## src/rtl/soc_dma_pkg.sv

```systemverilog
// Shared definitions for the single-channel word-copy DMA engine.
//   dma_state_t     : engine states (IDLE, READ, WRITE, FINISH)
//   DMA_WORD_BYTES  : byte stride between consecutive words
//   DMA_FULL_STROBE : byte-enable pattern used on every write
//   dma_word_align  : clears the byte-offset bits of an address
package soc_dma_pkg;

  typedef enum logic [1:0] {
    IDLE   = 2'd0,
    READ   = 2'd1,
    WRITE  = 2'd2,
    FINISH = 2'd3
  } dma_state_t;

  localparam int unsigned DMA_WORD_BYTES  = 4;
  localparam logic [3:0]  DMA_FULL_STROBE = 4'b1111;

  // The engine only moves whole words, so any byte offset supplied by
  // software is dropped rather than flagged.
  function automatic logic [31:0] dma_word_align(input logic [31:0] addr);
    return addr & ~32'h3;
  endfunction

endpackage

```

## src/rtl/soc_dma_engine.sv

```systemverilog
// Single-channel word-copy DMA master for the SoC memory bus.
// Copies `len` 32-bit words from src_addr to dst_addr in strictly ascending
// order, one read followed by one write per word.
//
// Ports:
//   clk, resn            : clock, asynchronous active-low reset
//   start, abort         : single-cycle control pulses from the SoC controller
//   src_addr, dst_addr   : byte addresses (bits [1:0] ignored)
//   len                  : number of words to copy
//   busy                 : transfer in progress
//   done_irq             : one-cycle pulse on completion or abort
//   aborted              : last transfer ended by abort
//   words_done           : words written in the current/last transfer
//   mem_req/we/addr/wdata/wstrb : bus master request side
//   mem_ready, mem_rdata : bus slave response side
module soc_dma_engine
  import soc_dma_pkg::*;
#(
  parameter int LEN_WIDTH = 16
) (
  input  logic                 clk,
  input  logic                 resn,
  input  logic                 start,
  input  logic                 abort,
  input  logic [31:0]          src_addr,
  input  logic [31:0]          dst_addr,
  input  logic [LEN_WIDTH-1:0] len,
  output logic                 busy,
  output logic                 done_irq,
  output logic                 aborted,
  output logic [LEN_WIDTH-1:0] words_done,
  output logic                 mem_req,
  output logic                 mem_we,
  output logic [31:0]          mem_addr,
  output logic [31:0]          mem_wdata,
  output logic [3:0]           mem_wstrb,
  input  logic                 mem_ready,
  input  logic [31:0]          mem_rdata
);

  localparam logic [LEN_WIDTH-1:0] LEN_ZERO = '0;
  localparam logic [LEN_WIDTH-1:0] LEN_ONE  = LEN_WIDTH'(1);

  dma_state_t           state_reg;
  dma_state_t           state_next;
  logic [31:0]          src_reg;
  logic [31:0]          dst_reg;
  logic [LEN_WIDTH-1:0] remaining_reg;
  logic [LEN_WIDTH-1:0] words_done_reg;
  logic [31:0]          buffer_reg;
  logic                 aborted_reg;
  logic                 abort_pending_reg;

  // An abort arriving in the completion cycle itself must still stop the
  // engine at the end of that access, so the live input is merged with the
  // stored flag when deciding where to go next.
  logic abort_seen;
  assign abort_seen = abort_pending_reg | abort;

  // ---------------------------------------------------------------------
  // State register
  // ---------------------------------------------------------------------
  always_ff @(posedge clk or negedge resn) begin
    if (!resn) begin
      state_reg <= IDLE;
    end else begin
      state_reg <= state_next;
    end
  end

  // ---------------------------------------------------------------------
  // Next-state logic
  // ---------------------------------------------------------------------
  always_comb begin
    state_next = state_reg;
    case (state_reg)
      IDLE: begin
        if (start) begin
          state_next = (len == LEN_ZERO) ? FINISH : READ;
        end
      end
      READ: begin
        if (mem_ready) begin
          state_next = abort_seen ? FINISH : WRITE;
        end
      end
      WRITE: begin
        if (mem_ready) begin
          state_next = ((remaining_reg == LEN_ONE) || abort_seen) ? FINISH : READ;
        end
      end
      FINISH: begin
        state_next = IDLE;
      end
      default: begin
        state_next = IDLE;
      end
    endcase
  end

  // ---------------------------------------------------------------------
  // Datapath: pointers, counters, data buffer and abort bookkeeping
  // ---------------------------------------------------------------------
  always_ff @(posedge clk or negedge resn) begin
    if (!resn) begin
      src_reg           <= '0;
      dst_reg           <= '0;
      remaining_reg     <= '0;
      words_done_reg    <= '0;
      buffer_reg        <= '0;
      aborted_reg       <= 1'b0;
      abort_pending_reg <= 1'b0;
    end else begin
      case (state_reg)
        IDLE: begin
          if (start) begin
            src_reg           <= dma_word_align(src_addr);
            dst_reg           <= dma_word_align(dst_addr);
            remaining_reg     <= len;
            words_done_reg    <= '0;
            aborted_reg       <= 1'b0;
            abort_pending_reg <= 1'b0;
          end
        end
        READ: begin
          abort_pending_reg <= abort_seen;
          if (mem_ready) begin
            buffer_reg <= mem_rdata;
            src_reg    <= src_reg + DMA_WORD_BYTES;
            if (abort_seen) begin
              aborted_reg <= 1'b1;
            end
          end
        end
        WRITE: begin
          abort_pending_reg <= abort_seen;
          if (mem_ready) begin
            dst_reg        <= dst_reg + DMA_WORD_BYTES;
            remaining_reg  <= remaining_reg - LEN_ONE;
            words_done_reg <= words_done_reg + LEN_ONE;
            if (abort_seen) begin
              aborted_reg <= 1'b1;
            end
          end
        end
        FINISH: begin
          abort_pending_reg <= 1'b0;
        end
        default: begin
          abort_pending_reg <= 1'b0;
        end
      endcase
    end
  end

  // ---------------------------------------------------------------------
  // Outputs: decoded from state and registers only, so nothing on the
  // response side (mem_ready/mem_rdata) reaches the request side
  // combinationally and the request stays frozen during wait states.
  // ---------------------------------------------------------------------
  always_comb begin
    busy      = 1'b0;
    done_irq  = 1'b0;
    mem_req   = 1'b0;
    mem_we    = 1'b0;
    mem_addr  = 32'h0;
    mem_wstrb = 4'b0000;
    case (state_reg)
      READ: begin
        busy     = 1'b1;
        mem_req  = 1'b1;
        mem_addr = src_reg;
      end
      WRITE: begin
        busy      = 1'b1;
        mem_req   = 1'b1;
        mem_we    = 1'b1;
        mem_addr  = dst_reg;
        mem_wstrb = DMA_FULL_STROBE;
      end
      FINISH: begin
        busy     = 1'b1;
        done_irq = 1'b1;
      end
      default: begin
        busy = 1'b0;
      end
    endcase
  end

  assign mem_wdata  = buffer_reg;
  assign aborted    = aborted_reg;
  assign words_done = words_done_reg;

endmodule

```

## config.mk

```make
export PLATFORM = sky130hd
export DESIGN_NAME = soc_dma_engine
export DESIGN_NICKNAME = d
export VERILOG_FILES = /design/src/rtl/soc_dma_pkg.sv /design/src/rtl/soc_dma_engine.sv
export SDC_FILE = /design/constraint.sdc
export NUM_CORES = 1
export LEC_CHECK = 0
export ABC_AREA = 1
export BUFFER_PORTS_ARGS = -buffer_cell sky130_fd_sc_hd__buf_2
export CORE_MARGIN = 2
export CORE_UTILIZATION = 51
export CTS_BUF_LIST = sky130_fd_sc_hd__clkbuf_8
export DETAILED_ROUTE_END_ITERATION = 12
export HOLD_SLACK_MARGIN = 0.05
export PLACE_DENSITY = 0.8
export SLEW_MARGIN = 20
export SYNTH_ARGS = -nofsm -noshare
export SYNTH_HDL_FRONTEND = slang
export SYNTH_SLANG_ARGS = --single-unit
```

## constraint.sdc

```tcl
create_clock -name clk -period 1.84 [get_ports clk]
set_input_delay 0.368 -clock clk [delete_from_list [all_inputs] [get_ports clk]]
set_output_delay 0.368 -clock clk [all_outputs]
set_load 0.02 [all_outputs]
```

# --- Word-level counts from Yosys, hierarchy flattened ---
# Index checks and enable logic that the tools add are counted.
# Widths: inputs -> output; s select.
word_totals:
  regBits: 132
  inputBits: 117
  elab_cells: 65
op_classes:
  add_sub_neg: 4
  reduce_logical: 13
  n_mux: 30
  bitwise_logic: 1
  n_eq_ne: 9
op_table:
  columns: ["op", "count"]
  rows:
  - ["$pmux 32 s2", 3]
  - ["$mux 32", 4]
  - ["$add 32x3->32 const B", 2]
  - ["$mux 16", 4]
  - ["$pmux 16 s2", 2]
  - ["$add 16x1->16 const B", 1]
  - ["$eq 16x1->1 const B", 1]
  - ["$logic_not 16->1", 1]
  - ["$sub 16x1->16 const B", 1]
  - ["$mux 2", 5]
  - ["$reduce_and 3->1", 3]
  - ["$mux 1", 8]
  - ["$pmux 2 s4", 1]
  - ["$ne 2x2->1 const B", 3]
  - ["$reduce_bool 2->1", 3]
  - ["$eq 2x2->1 const B", 2]
  - ["$mux 4", 1]
  - ["$ne 2x1->1 const B", 2]
  - ["$reduce_and 4->1", 1]
  - ["$pmux 1 s3", 1]
  - ["$reduce_or 3->1", 1]
  - ["$eq 2x1->1 const B", 1]
  - ["$logic_not 2->1", 1]
  - ["$pmux 1 s2", 1]
  - ["4 further kinds", 4]

# --- Logic depth before layout (Yosys ltp) ---
logic_depth:
  ltp_word: 5
  depth_mapped: 12
  depth_no_buf: 11

# --- Least setup slack after synthesis ---
# Ideal clock, no wire load.
synth_path:
  kind: "register -> output"
  start: "reg state_reg[0]"
  end: "out mem_addr[10]"
  path_slack_ns: -0.468
  path_buffers: 3
  path_stages_with_launch: 8
  arrival_ns: 1.940
  path_cell_list: "dfrtp_1 > inv_1 > ha_1 > buf_4 > clkbuf_1 > buf_2 > nand2_1 > a21oi_1"
synth_via:
  elab_chain_len: 2
synth_lines:
  columns: ["element", "line_no", "text"]
  rows:
  - ["from (decl)", "soc_dma_engine.sv:44", "dma_state_t state_reg;"]
  - ["from (signal assigned)", "soc_dma_engine.sv:67", "state_reg <= state_next;"]
  - ["$eq 2x2->1 / $eq 2x1->1 (equally long branches)", "soc_dma_engine.sv:168", "case (state_reg)"]
  - ["$pmux 32 s2 *", "soc_dma_engine.sv:168", null]
  - ["to (decl)", "soc_dma_engine.sv:34", "output logic [31:0] mem_addr,"]
# Mark *: on every way between the ends. The rest lies on a longest branch, timed or not.

# --- Final worst setup path ---
layout_path:
  start: "reg state_reg[0]"
  end: "out mem_addr[19]"
# Same word-level chain as after synthesis.

==> qor.txt <==
met2 GRT Util -> 0.518
total clock buffers created by CTS -> 17
number of synthesized flops with an enable pin -> 0
worst reg2reg setup slack -> -380 ps
DP HPWL -> 18800 um
worst r2r src -> state_reg[1]
top cells by count, synth -> nand2_1, nor2_1, dfrtp_1, inv_1, nand3_1
antenna violations before repair -> 2
clock latency on the worst-skew pair -> 490 ps
RR Endpoint -> remaining_reg[11]
CTS tree -> yes
#FFs+latches synth -> 128
Rel. slew slack -> 0.621
Synth area leader -> dfrtp_1
Tightest Pin Transition -> 565 ps
DR WL/cell -> 18.7 um
outcome -> finished with violations
routability cong. -> 0.909
post-route ant nets -> 0
vias per cell -> 5.91
dpl ws -> -66.8 ps
I/O Pins -> 206
Final Max Slew Viols -> 0
post-route total power -> 27.5 mW
Fin. Hold Viols -> 0
Initial Utilization -> 0.523
Final #Nets -> 1605
sequential share of the synthesized area -> 0.384
H-tree depth -> 4
vias in the first global route -> 9148
Layout fillers -> 967
mapped cell area -> 0.00833 mm2
Die Span Y -> 132 um
hold depth -> 2
DR vias -> 10.1k
Avg Inst Size Synth -> 7.05 um2
Tmin final -> 2270 ps
Die X -> 132 um
Peak supply drop -> 1410 uV
power density over the cells -> 2130 mW/mm2
Hold Crit Start -> mem_rdata[23]
gr ovfl total -> 0
CP Data Arrival Time -> 1900 ps
maximum fanout along the worst path -> 12
P&R area growth vs syn -> 54.9%
Synth async-reset ratio -> 1.00
Max Cap Violations -> 0
failing checks -> setup timing
CTS clock-pin slew for the worst setup and hold paths -> 80 ps
first-pass detailed-route iteration total -> 6
hold worst-path end -> mem_wdata[23]
cell row count -> 46
Worst EP required -> 1470 ps
first-pass GRT wire length -> 44900 um
Synth top area share -> 0.384
critical path class -> reg2out
top-count cell post-synth -> nand2_1
unrepaired setup endpoints after global routing -> true
Sink Count -> 128
gr busiest metal -> met2
WL final -> 32000 um
CP Launch Type -> flip-flop
synth top area cells -> dfrtp_1, nand2_1, nor2_1, nand3_1, inv_1
max reg flops -> 32
YS warnings -> 0
pin count of the biggest net entering global routing -> 39
met3 Usage GRT -> 0.0788
LEAKAGE -> 6.05 nW
worst reg-to-reg path cell count -> 12
CTS Buffer Depth -> 2
clock root buffer master -> clkbuf_8
ys flop type -> dfrtp_1
Port Buffer Count -> 199
grt met1 use -> 0.400
DRC -> 0
DRT iter0 DRCs -> 1084
endpoint type of the worst setup path -> output port
setup ws final -> -430 ps
die area -> 0.0174 mm2
layout cells sized above 1 -> 0.437
synthesized instance count -> 1183
Hold Path Class -> in2reg
final setup vio count -> 126
highest clock rate -> 441 MHz
Global Route Usage Sum -> 0.321
period utilization -> 1.23
Core Footprint -> 0.0159 mm2
Hold Slack -> 105 ps
clk_skew -> 13.2 ps
unique cell type count in the Yosys netlist -> 47
-- cell usage in the layout (no fill, tap or decap), drive strengths merged, types with 2 or more instances in the layout --
| cell type | count |
|---|---|
| clkbuf | 27 |
| nor4 | 2 |
| clkinv | 9 |
| mux2 | 32 |
| or2 | 9 |
| a31oi | 11 |
| o21a | 3 |
| nand3b | 3 |
| inv | 110 |
| nor3 | 25 |
| buf | 321 |
| dfrtp | 128 |
| o211ai | 8 |
| o21ai | 70 |
| clkinvlp | 3 |
| xor2 | 6 |
| nor2 | 177 |
| a21oi | 69 |
| o21bai | 2 |
| ha | 9 |
| a32oi | 2 |
| nand4 | 30 |
| nand3 | 86 |
| diode | 2 |
| xnor2 | 2 |
| a211oi | 8 |
| conb | 2 |
| nand2 | 321 |
| a21boi | 5 |
| o22ai | 4 |
-- worst max-delay path by stage --
stage	end	startpoint	slack, ps
floorplan	mem_addr[11]	state_reg[1]	-20
global placement	src_reg[12]	state_reg[1]	-10
detailed placement	src_reg[4]	state_reg[1]	-70
CTS	mem_addr[18]	state_reg[1]	-400
global route	mem_addr[19]	state_reg[0]	-470
finish	mem_addr[19]	state_reg[0]	-430
-- cell type report --
| class | instances | area [um2] | area share |
|---|---|---|---|
| multi-input combinational | 891 | 5640 | 0.437 |
| sequential | 128 | 3210 | 0.248 |
| timing repair buffer | 333 | 2980 | 0.230 |
| inverter | 108 | 440 | 0.0341 |
| tap | 216 | 270 | 0.0209 |
| clock buffer | 17 | 234 | 0.0181 |
| clock inverter | 15 | 138 | 0.0107 |
| antenna | 2 | 5.00 | 0.000388 |
-- where the power goes --
| part | switching, mW | leakage [nW] | internal (mW) |
|---|---|---|---|
| combinational | 10.5 | 4.34 | 8.82 |
| sequential | 1.62 | 1.52 | 4.13 |
| clock | 1.34 | 0.183 | 1.08 |
| total | 13.5 | 6.05 | 14.0 |
-- worst max-delay path, cell delays in order, from the launching register on --
cell and delay, ps:
dfrtp_2 430, buf_6 120, ha_4 210, buf_12 180, nand2_2 110, a21oi_4 220
buf_6 140
-- cell families after synthesis --
family                     count (synthesis)  synth area share
AOI/OAI and AO/OA                        186             0.125
xor gates and xnor gates                   8           0.00841
adders and majority gates                  9            0.0135
buffers and inverters                    165            0.0832
DFF                                      128             0.384
muxes                                     32            0.0432
other                                      1          0.000450
and+or+nand+nor                          654             0.342
-- layer usage --
| metal | share of wire | wire length, um |
|---|---|---|
| met3 | 0.11 | 3430 |
| met2 | 0.47 | 15100 |
| met1 | 0.37 | 11800 |
| met4 | 0.054 | 1720 |
| met5 | 0 | 0 |
-- metrics by stage --
step | area (um2) | setup TNS [ps] | util | std cells
2_1_floorplan | 8640 | -154 | - | 1184
3_3_place_gp | 10300 | -13.4 | 0.647 | 1616
3_5_place_dp | 10300 | -561 | 0.647 | 1616
4_1_cts | 11500 | -13260 | 0.719 | 1671
5_1_grt | 12900 | -32080 | 0.810 | 1710
6_report | 12900 | -26110 | 0.810 | 1710
-- timing repair --
action | 4_1_cts | 5_1_grt
hold buffers | 1 | 0
pin swaps | 11 | 120
endpoints found under the hold margin | 22 | 0
endpoints found under the setup margin | 63 | 132
gates resized for setup | 139 | 310
buffers inserted | 15 | 33
cloned | 7 | 10
Note: power is estimated with default switching activity, not from simulation.
